## src/rtl/stream_mux.sv

```systemverilog
`default_nettype none
// ============================================================================
//  Module   : stream_mux
//  Purpose  : NUM_CH valid/ready input channels merged onto one registered
//             output stream. Selection is either fixed (sel) or round-robin.
//             Optional packet lock is enabled by defining STREAM_MUX_LAST_EN.
//  Revision : 1.0 - initial release
// ============================================================================
module stream_mux #(
    parameter int WIDTH  = 32,
    parameter int NUM_CH = 4,
    parameter int SEL_W  = 2
) (
    input  logic                    clk,
    input  logic                    reset,
    input  logic                    mode,
    input  logic [SEL_W-1:0]        sel,
    input  logic [NUM_CH*WIDTH-1:0] in_data,
    input  logic [NUM_CH-1:0]       in_valid,
`ifdef STREAM_MUX_LAST_EN
    input  logic [NUM_CH-1:0]       in_last,
    output logic                    out_last,
`endif
    output logic [NUM_CH-1:0]       in_ready,
    output logic [WIDTH-1:0]        out_data,
    output logic                    out_valid,
    input  logic                    out_ready,
    output logic [SEL_W-1:0]        out_ch
);

    localparam logic [SEL_W:0]   C_NUM_CH  = (SEL_W+1)'(NUM_CH);
    localparam logic [SEL_W-1:0] C_LAST_CH = SEL_W'(NUM_CH - 1);

    logic                out_valid_q, out_valid_d;
    logic [WIDTH-1:0]    out_data_q,  out_data_d;
    logic [SEL_W-1:0]    out_ch_q,    out_ch_d;
    logic [SEL_W-1:0]    ptr_q,       ptr_d;
`ifdef STREAM_MUX_LAST_EN
    logic                out_last_q,  out_last_d;
    logic                lock_q,      lock_d;
    logic [SEL_W-1:0]    lock_ch_q,   lock_ch_d;
`endif

    logic                w_load_en;
    logic [NUM_CH-1:0]   w_rot;
    logic                w_rr_found;
    logic [SEL_W-1:0]    w_rr_idx;
    logic                w_grant_any;
    logic [SEL_W-1:0]    w_grant_idx;
    logic [NUM_CH-1:0]   w_grant;
    logic [WIDTH-1:0]    w_sel_data;
    logic                w_sel_valid;
    logic                w_sel_last;
    logic                w_xfer;

    assign w_load_en = !out_valid_q || out_ready;

    // Rotate valids so that bit 0 is the pointer channel; first set bit wins.
    always_comb begin : rr_search
        int idx;
        w_rot      = NUM_CH'({in_valid, in_valid} >> ptr_q);
        w_rr_found = 1'b0;
        idx        = 0;
        for (int k = 0; k < NUM_CH; k++) begin
            if (!w_rr_found && w_rot[k]) begin
                w_rr_found = 1'b1;
                idx        = int'(ptr_q) + k;
            end
        end
        if (idx >= NUM_CH) begin
            idx = idx - NUM_CH;
        end
        w_rr_idx = SEL_W'(idx);
    end

    always_comb begin : grant_select
        w_grant_any = 1'b0;
        w_grant_idx = '0;
`ifdef STREAM_MUX_LAST_EN
        if (lock_q) begin
            w_grant_any = 1'b1;
            w_grant_idx = lock_ch_q;
        end else
`endif
        if (mode) begin
            w_grant_any = w_rr_found;
            w_grant_idx = w_rr_idx;
        end else begin
            w_grant_any = ({1'b0, sel} < C_NUM_CH);
            w_grant_idx = sel;
        end
    end

    always_comb begin : channel_mux
        w_grant     = '0;
        w_sel_data  = '0;
        w_sel_valid = 1'b0;
        w_sel_last  = 1'b1;
        for (int i = 0; i < NUM_CH; i++) begin
            w_grant[i] = w_grant_any && (w_grant_idx == SEL_W'(i));
            if (w_grant[i]) begin
                w_sel_data  = in_data[i*WIDTH +: WIDTH];
                w_sel_valid = in_valid[i];
`ifdef STREAM_MUX_LAST_EN
                w_sel_last  = in_last[i];
`endif
            end
        end
    end

    assign w_xfer   = w_sel_valid && w_load_en;
    assign in_ready = w_grant & {NUM_CH{w_load_en && !reset}};

    always_comb begin : next_state
        out_valid_d = out_valid_q;
        out_data_d  = out_data_q;
        out_ch_d    = out_ch_q;
        ptr_d       = ptr_q;
`ifdef STREAM_MUX_LAST_EN
        out_last_d  = out_last_q;
        lock_d      = lock_q;
        lock_ch_d   = lock_ch_q;
`endif
        if (w_xfer) begin
            out_valid_d = 1'b1;
            out_data_d  = w_sel_data;
            out_ch_d    = w_grant_idx;
            // Pointer only moves at a packet boundary (every beat without the lock feature).
            if (mode && w_sel_last) begin
                ptr_d = (w_grant_idx == C_LAST_CH) ? '0 : w_grant_idx + 1'b1;
            end
`ifdef STREAM_MUX_LAST_EN
            out_last_d = w_sel_last;
            lock_d     = !w_sel_last;
            lock_ch_d  = w_grant_idx;
`endif
        end else if (out_ready) begin
            out_valid_d = 1'b0;
        end
    end

    always_ff @(posedge clk) begin
        if (reset) begin
            out_valid_q <= 1'b0;
            out_data_q  <= '0;
            out_ch_q    <= '0;
            ptr_q       <= '0;
`ifdef STREAM_MUX_LAST_EN
            out_last_q  <= 1'b0;
            lock_q      <= 1'b0;
            lock_ch_q   <= '0;
`endif
        end else begin
            out_valid_q <= out_valid_d;
            out_data_q  <= out_data_d;
            out_ch_q    <= out_ch_d;
            ptr_q       <= ptr_d;
`ifdef STREAM_MUX_LAST_EN
            out_last_q  <= out_last_d;
            lock_q      <= lock_d;
            lock_ch_q   <= lock_ch_d;
`endif
        end
    end

    assign out_valid = out_valid_q;
    assign out_data  = out_data_q;
    assign out_ch    = out_ch_q;
`ifdef STREAM_MUX_LAST_EN
    assign out_last  = out_last_q;
`endif

endmodule
`default_nettype wire

```

## config.mk

```make
export PLATFORM = sky130hd
export DESIGN_NAME = stream_mux
export DESIGN_NICKNAME = d
export VERILOG_FILES = /design/src/rtl/stream_mux.sv
export SDC_FILE = /design/constraint.sdc
export NUM_CORES = 1
export LEC_CHECK = 0
export CAP_MARGIN = 5
export CORE_ASPECT_RATIO = 1.75
export CORE_MARGIN = 5
export CORE_UTILIZATION = 37
export CTS_CLUSTER_DIAMETER = 120
export DETAILED_ROUTE_END_ITERATION = 6
export PLACE_DENSITY = 0.85
export SYNTH_ARGS = -nofsm -noshare
export SYNTH_HDL_FRONTEND = slang
export SYNTH_SLANG_ARGS = --single-unit
```

## constraint.sdc

```tcl
create_clock -name clk -period 4.3 [get_ports clk]
set_clock_uncertainty 0.2 [all_clocks]
set_input_delay 1.075 -clock clk [delete_from_list [all_inputs] [get_ports clk]]
set_output_delay 1.075 -clock clk [all_outputs]
set_load 0.02 [all_outputs]
```

# [Yosys cells after proc, flatten, opt, wreduce, memory -nomap -nowiden]
# Index checks and enable logic that the tools add are counted.
[totals] ff_bits=37 word_cells=55
[op_classes] n_eq_ne=3 n_shift=1 muxes=22 bitwise=1 n_lt_le_gt_ge=1 reduce_logical=18 n_addsub=5
[op_table] operator="$mux 32" n=6
[op_table] operator="$ge 32x4->1 const B" n=1
[op_table] operator="$mux 1" n=11
[op_table] operator="$logic_and 1x1->1" n=9
[op_table] operator="$mux 2" n=4
[op_table] operator="$shr 8x2->4" n=1
[op_table] operator="$add 2x2->3 const B" n=2
[op_table] operator="$logic_not 1->1" n=5
[op_table] operator="$and 4x4->4" n=1
[op_table] operator="$eq 2x2->1 const B" n=2
[op_table] operator="$add 2x1->3 const B" n=1
[op_table] operator="$mux 3" n=1
[op_table] operator="$add 2x1->2 const B" n=1
[op_table] operator="$eq 2x1->1 const B" n=1
[op_table] operator="$logic_not 2->1" n=1
[op_table] operator="$reduce_and 2->1" n=1
[op_table] operator="$reduce_bool 2->1" n=1
[op_table] operator="$sub 2x1->2 const B" n=1
[op_table] operator="$logic_or 1x1->1" n=1

# [Depth between registers and ports, before layout]
[depth] word_depth=22 mapped_depth=12 depth_no_buf=9

# [Worst setup path after synthesis]
# No wires, ideal clock.
[synth_timing] kind="input -> output" start="input port in_valid[2]" end="output port in_ready[1]" path_slack_ps=91 stages=7 required_time_ps=3025 t_arrival_ps=2934 n_path_buf=2 path_cell_list="nor3b_1 -> a211o_1 -> a222oi_1 -> ha_1 -> clkbuf_1 -> clkbuf_1 -> and2_1"
[synth_between] elab_chain_len=17
[synth_rtl] item="start: declaration" line="19" source="input logic [NUM_CH-1:0] in_valid,"
[synth_rtl] item="$shr 8x2->4 (*)" line="61" source="w_rot = NUM_CH'({in_valid, in_valid} >> ptr_q);"
[synth_rtl] item="$mux 1" line="65" source="if (!w_rr_found && w_rot[k]) begin"
[synth_rtl] item="$logic_not 1->1" line="65"
[synth_rtl] item="$logic_and 1x1->1" line="65"
[synth_rtl] item="$mux 1" line="65"
[synth_rtl] item="$logic_not 1->1" line="65"
[synth_rtl] item="$logic_and 1x1->1" line="65"
[synth_rtl] item="$mux 1" line="65"
[synth_rtl] item="$logic_not 1->1" line="65"
[synth_rtl] item="$logic_and 1x1->1" line="65"
[synth_rtl] item="$mux 32" line="65"
[synth_rtl] item="$ge 32x4->1 / $sub 2x1->2 (equally long branches)" line="70, 71"
[synth_rtl] item="$mux 2" line="70" source="if (idx >= NUM_CH) begin"
[synth_rtl] item="$mux 2" line="85" source="if (mode) begin"
[synth_rtl] item="$eq 2x1->1" line="100" source="w_grant[i] = w_grant_any && (w_grant_idx == SEL_W'(i));"
[synth_rtl] item="$logic_and 1x1->1 (*)" line="100"
[synth_rtl] item="$and 4x4->4 (*)" line="112" source="assign in_ready = w_grant & {NUM_CH{w_load_en && !reset}};"
[synth_rtl] item="end: declaration" line="24" source="output logic [NUM_CH-1:0] in_ready,"
# Every way passes the cells marked *; elsewhere a longest branch is shown, timed or not.

# [Worst setup path after layout]
[layout_timing] start="input port in_valid[0]" end="output port in_ready[2]"
[layout_between] elab_chain_len=17
[layout_rtl] item="$shr 8x2->4 (*)" line="61"
[layout_rtl] item="$mux 1" line="65"
[layout_rtl] item="$logic_not 1->1" line="65"
[layout_rtl] item="$logic_and 1x1->1" line="65"
[layout_rtl] item="$mux 1" line="65"
[layout_rtl] item="$logic_not 1->1" line="65"
[layout_rtl] item="$logic_and 1x1->1" line="65"
[layout_rtl] item="$mux 1" line="65"
[layout_rtl] item="[... 2 more ...]"
[layout_rtl] item="$mux 32 (*)" line="65"
[layout_rtl] item="$ge 32x4->1 / $sub 2x1->2 (equally long branches)" line="70, 71"
[layout_rtl] item="$mux 2 (*)" line="70"
[layout_rtl] item="$mux 2 (*)" line="85"
[layout_rtl] item="named net w_grant_idx[1]" line="49" source="logic [SEL_W-1:0] w_grant_idx;"
[layout_rtl] item="$eq 2x2->1 (*)" line="100"
[layout_rtl] item="$logic_and 1x1->1 (*)" line="100"
[layout_rtl] item="$and 4x4->4 (*)" line="112"
# Mark *: on every way through the listed nets, which the timed path passes. The rest lies on a longest branch.

==> flow_summary.ini <==
[synthesis]
synth_edf_count = 0
syn-num-nets = 485
syn_avg_cell_area_sq_um = 8.14
synthCells = 343
synth-main-ff-cell = dfxtp_1
ys_seq_area_frac = 0.265
yosysWarnings = 0
ys_ff_latch = 37
synth_area_sq_mm = 0.00279
synthArstFlopShare = 0
ys_types = 41

[timing]
drv_slew = 0
grt_setup_unrepaired = false
worst_pin_slew_ps = 487
hold_viol = 0
slew_headroom = 0.675
period_share = 0.979
setup_violations = 0
clock.fmax_mhz = 238
min_period_ps = 4210

[placed_design]
dp.cells = 596
gp_congestion = 0.860
io_buffers = 176
dp_hpwl_um = 7720

[cts]
numCtsBuffers = 5
cts_tree = yes
clk_pin_slew_worst_paths_ps = 60
ctsHoldBuffers = 0
htree_levels = 2
clockBufferDepth = 2
clk_latency_ps = 270
cts_sinks = 37
root_buffer = clkbuf_16

[worst_setup_path]
worst-path-buf-inv = 4
crit_chain = clkdlybuf4s50_1 -> nor3b_1 -> a211o_1 -> a222oi_1 -> buf_4 -> inv_2 -> ha_2 -> and2_1 -> buf_2
slowest_delay_ps = 490
critical_path.max_fanout = 4
critPathSlowestCell = clkdlybuf4s50_1
worstSetupPathType = in -> out
worstSetupEndpointType = primary output
start_kind = input pin
crit_family = buffers and inverters
worstPathArrival_ps = 2940
worstPathRequired_ps = 3020

[route]
drc = 0
routed-wl-met3_um = 611
initialDrtViolationCount = 148
highest_layer = met4
postRouteAntennaNets = 0
dr.pass1.iters = 5
vias_per_cell = 5.36
wl_um = 10100
met1_length_um = 3490
wl_per_cell_um = 16.7
dr_wl_met2_um = 5520
vias = 3242

[pwr]
vdd_ir_drop_max_uv = 354
leakage_uw = 0.00191
total_power_uw = 1620
p_per_area_mw_per_mm2 = 333

[finish]
final_nets = 658
drive_above_1_share = 0.159
antenna_cells = 0
final_core_util = 0.652
areaGrowthSynthToFinish_pct = 74.1
fillers = 637
final_cells = 605

[floorplan]
rows = 42
pin_count = 177
fp.coreArea_sq_mm = 0.00746
die_area_sq_mm = 0.00945
die_y_um = 125
die_w_um = 75.7
initial_core_util = 0.374

[global_routing]
grt_usage = 0.210
grt_overflow = 0
grt_pass1_vias = 3219
grt_max_degree = 68
antenna_found_initial = 0
grt_pass1_wl_um = 15700

[hold_path]
hold_path.class = reg -> reg

[flow_run]
drv_cap = 0

[outcome]
outcome = completed
placed cells by master (no fill, tap or decap), types with 4 or more instances in the layout:
| cell type | n |
|---|---|
| dfxtp_1 | 37 |
| a21oi_1 | 68 |
| a22oi_1 | 32 |
| buf_4 | 18 |
| nand2_1 | 33 |
| and2_1 | 4 |
| inv_1 | 34 |
| buf_12 | 4 |
| clkbuf_16 | 5 |
| clkdlybuf4s50_1 | 169 |
| o21ai_0 | 32 |
| o2bb2ai_2 | 30 |
Yosys cell counts, types with 2 or more instances:
cell / instances / area [sq um]
o21ai_0: 32 / 160
nor2_1: 2 / 7.51
and2_1: 4 / 25.0
a21oi_1: 68 / 340
a21boi_0: 2 / 15.0
inv_1: 36 / 135
buf_2: 8 / 40.0
o2bb2ai_1: 2 / 17.5
clkbuf_1: 9 / 33.8
dfxtp_1: 37 / 741
o2bb2ai_2: 30 / 450
ha_1: 4 / 50.1
a22oi_1: 32 / 240
nand2_1: 33 / 124
mux2i_1: 2 / 20.0
a211oi_2: 2 / 25.0
clkbuf_8: 4 / 55.1
buf_6: 6 / 67.6
buf_1: 6 / 22.5
a211oi_1: 2 / 15.0
nor3b_2: 2 / 25.0
state kept, by name, indices dropped and copies added, names as in the netlist:
signal	cells
out_ch	2
out_data	32
out_valid	1
ptr_q	2
report_power, final:
part / internal (uW) / switching, uW
logic: 381 / 376
registers: 398 / 41.0
clock network: 289 / 131
total: 1070 / 549
timing repair:
item                                    in CTS  in global routing
endpoints found under the hold margin        0                  0
gates resized for setup                     18                 11
buffers inserted                             0                  1
pin swaps                                    1                  3
endpoints found under the setup margin      13                 40
routing by layer:
metal	GRT usage	up-vias
met1	0.224	1505
met5	0	-
li1	-	1588
met4	0.101	0
met2	0.375	119
met3	0.0410	30
kinds of logic after synthesis:
| kind of cell | Yosys count | share of synthesized area |
|---|---|---|
| flip-flops | 37 | 0.265 |
| adder cells (fa/ha/maj) | 4 | 0.0179 |
| buffers and inverters | 69 | 0.127 |
| AO/OA/AOI/OAI | 180 | 0.488 |
| AND/OR/NAND/NOR | 51 | 0.0950 |
| multiplexers | 2 | 0.00717 |
worst reg2reg max path, stage by stage (launching register included):
cell	delay, ps
dfxtp_1	470
a21boi_0	130
o21a_1	180
a222oi_1	330
buf_4	210
ha_2	190
buf_6	380
a211oi_2	180
a211oi_4	390
buf_4	190
a31oi_1	80
a311oi_1	230
worst paths after layout:
path	startpoint	endpoint	slack (ps)	depth (start not counted)
setup / recovery	in_valid[0]	in_ready[2]	90	9
hold / removal	out_data[12]	out_data[12]	270	1
setup reg to reg	ptr_q[1]	ptr_q[0]	1070	11
hold reg to reg	out_data[12]	out_data[12]	270	1
layout make-up:
type | instances | area, sq um | share of cell area
Timing Repair Buffer | 199 | 1980 | 0.407
Multi-Input combinational cell | 237 | 1730 | 0.355
Sequential cell | 37 | 741 | 0.152
Clock buffer | 7 | 143 | 0.0293
Inverter | 36 | 135 | 0.0278
Tap cell | 88 | 110 | 0.0226
Clock inverter | 1 | 30.0 | 0.00618
stage by stage:
step / area [sq um] / hold slack (ps) / setup WS (ps) / setup TNS [ps]
floorplan: 2790 / 346 / 90.8 / 0
global placement: 4680 / 247 / -370 / -8200
detailed placement: 4680 / 254 / -410 / -11260
CTS: 4830 / 270 / 52.8 / 0
global route: 4860 / 282 / 9.80 / 0
finish: 4860 / 270 / 90.0 / 0
(Power assumes the default switching activity.)
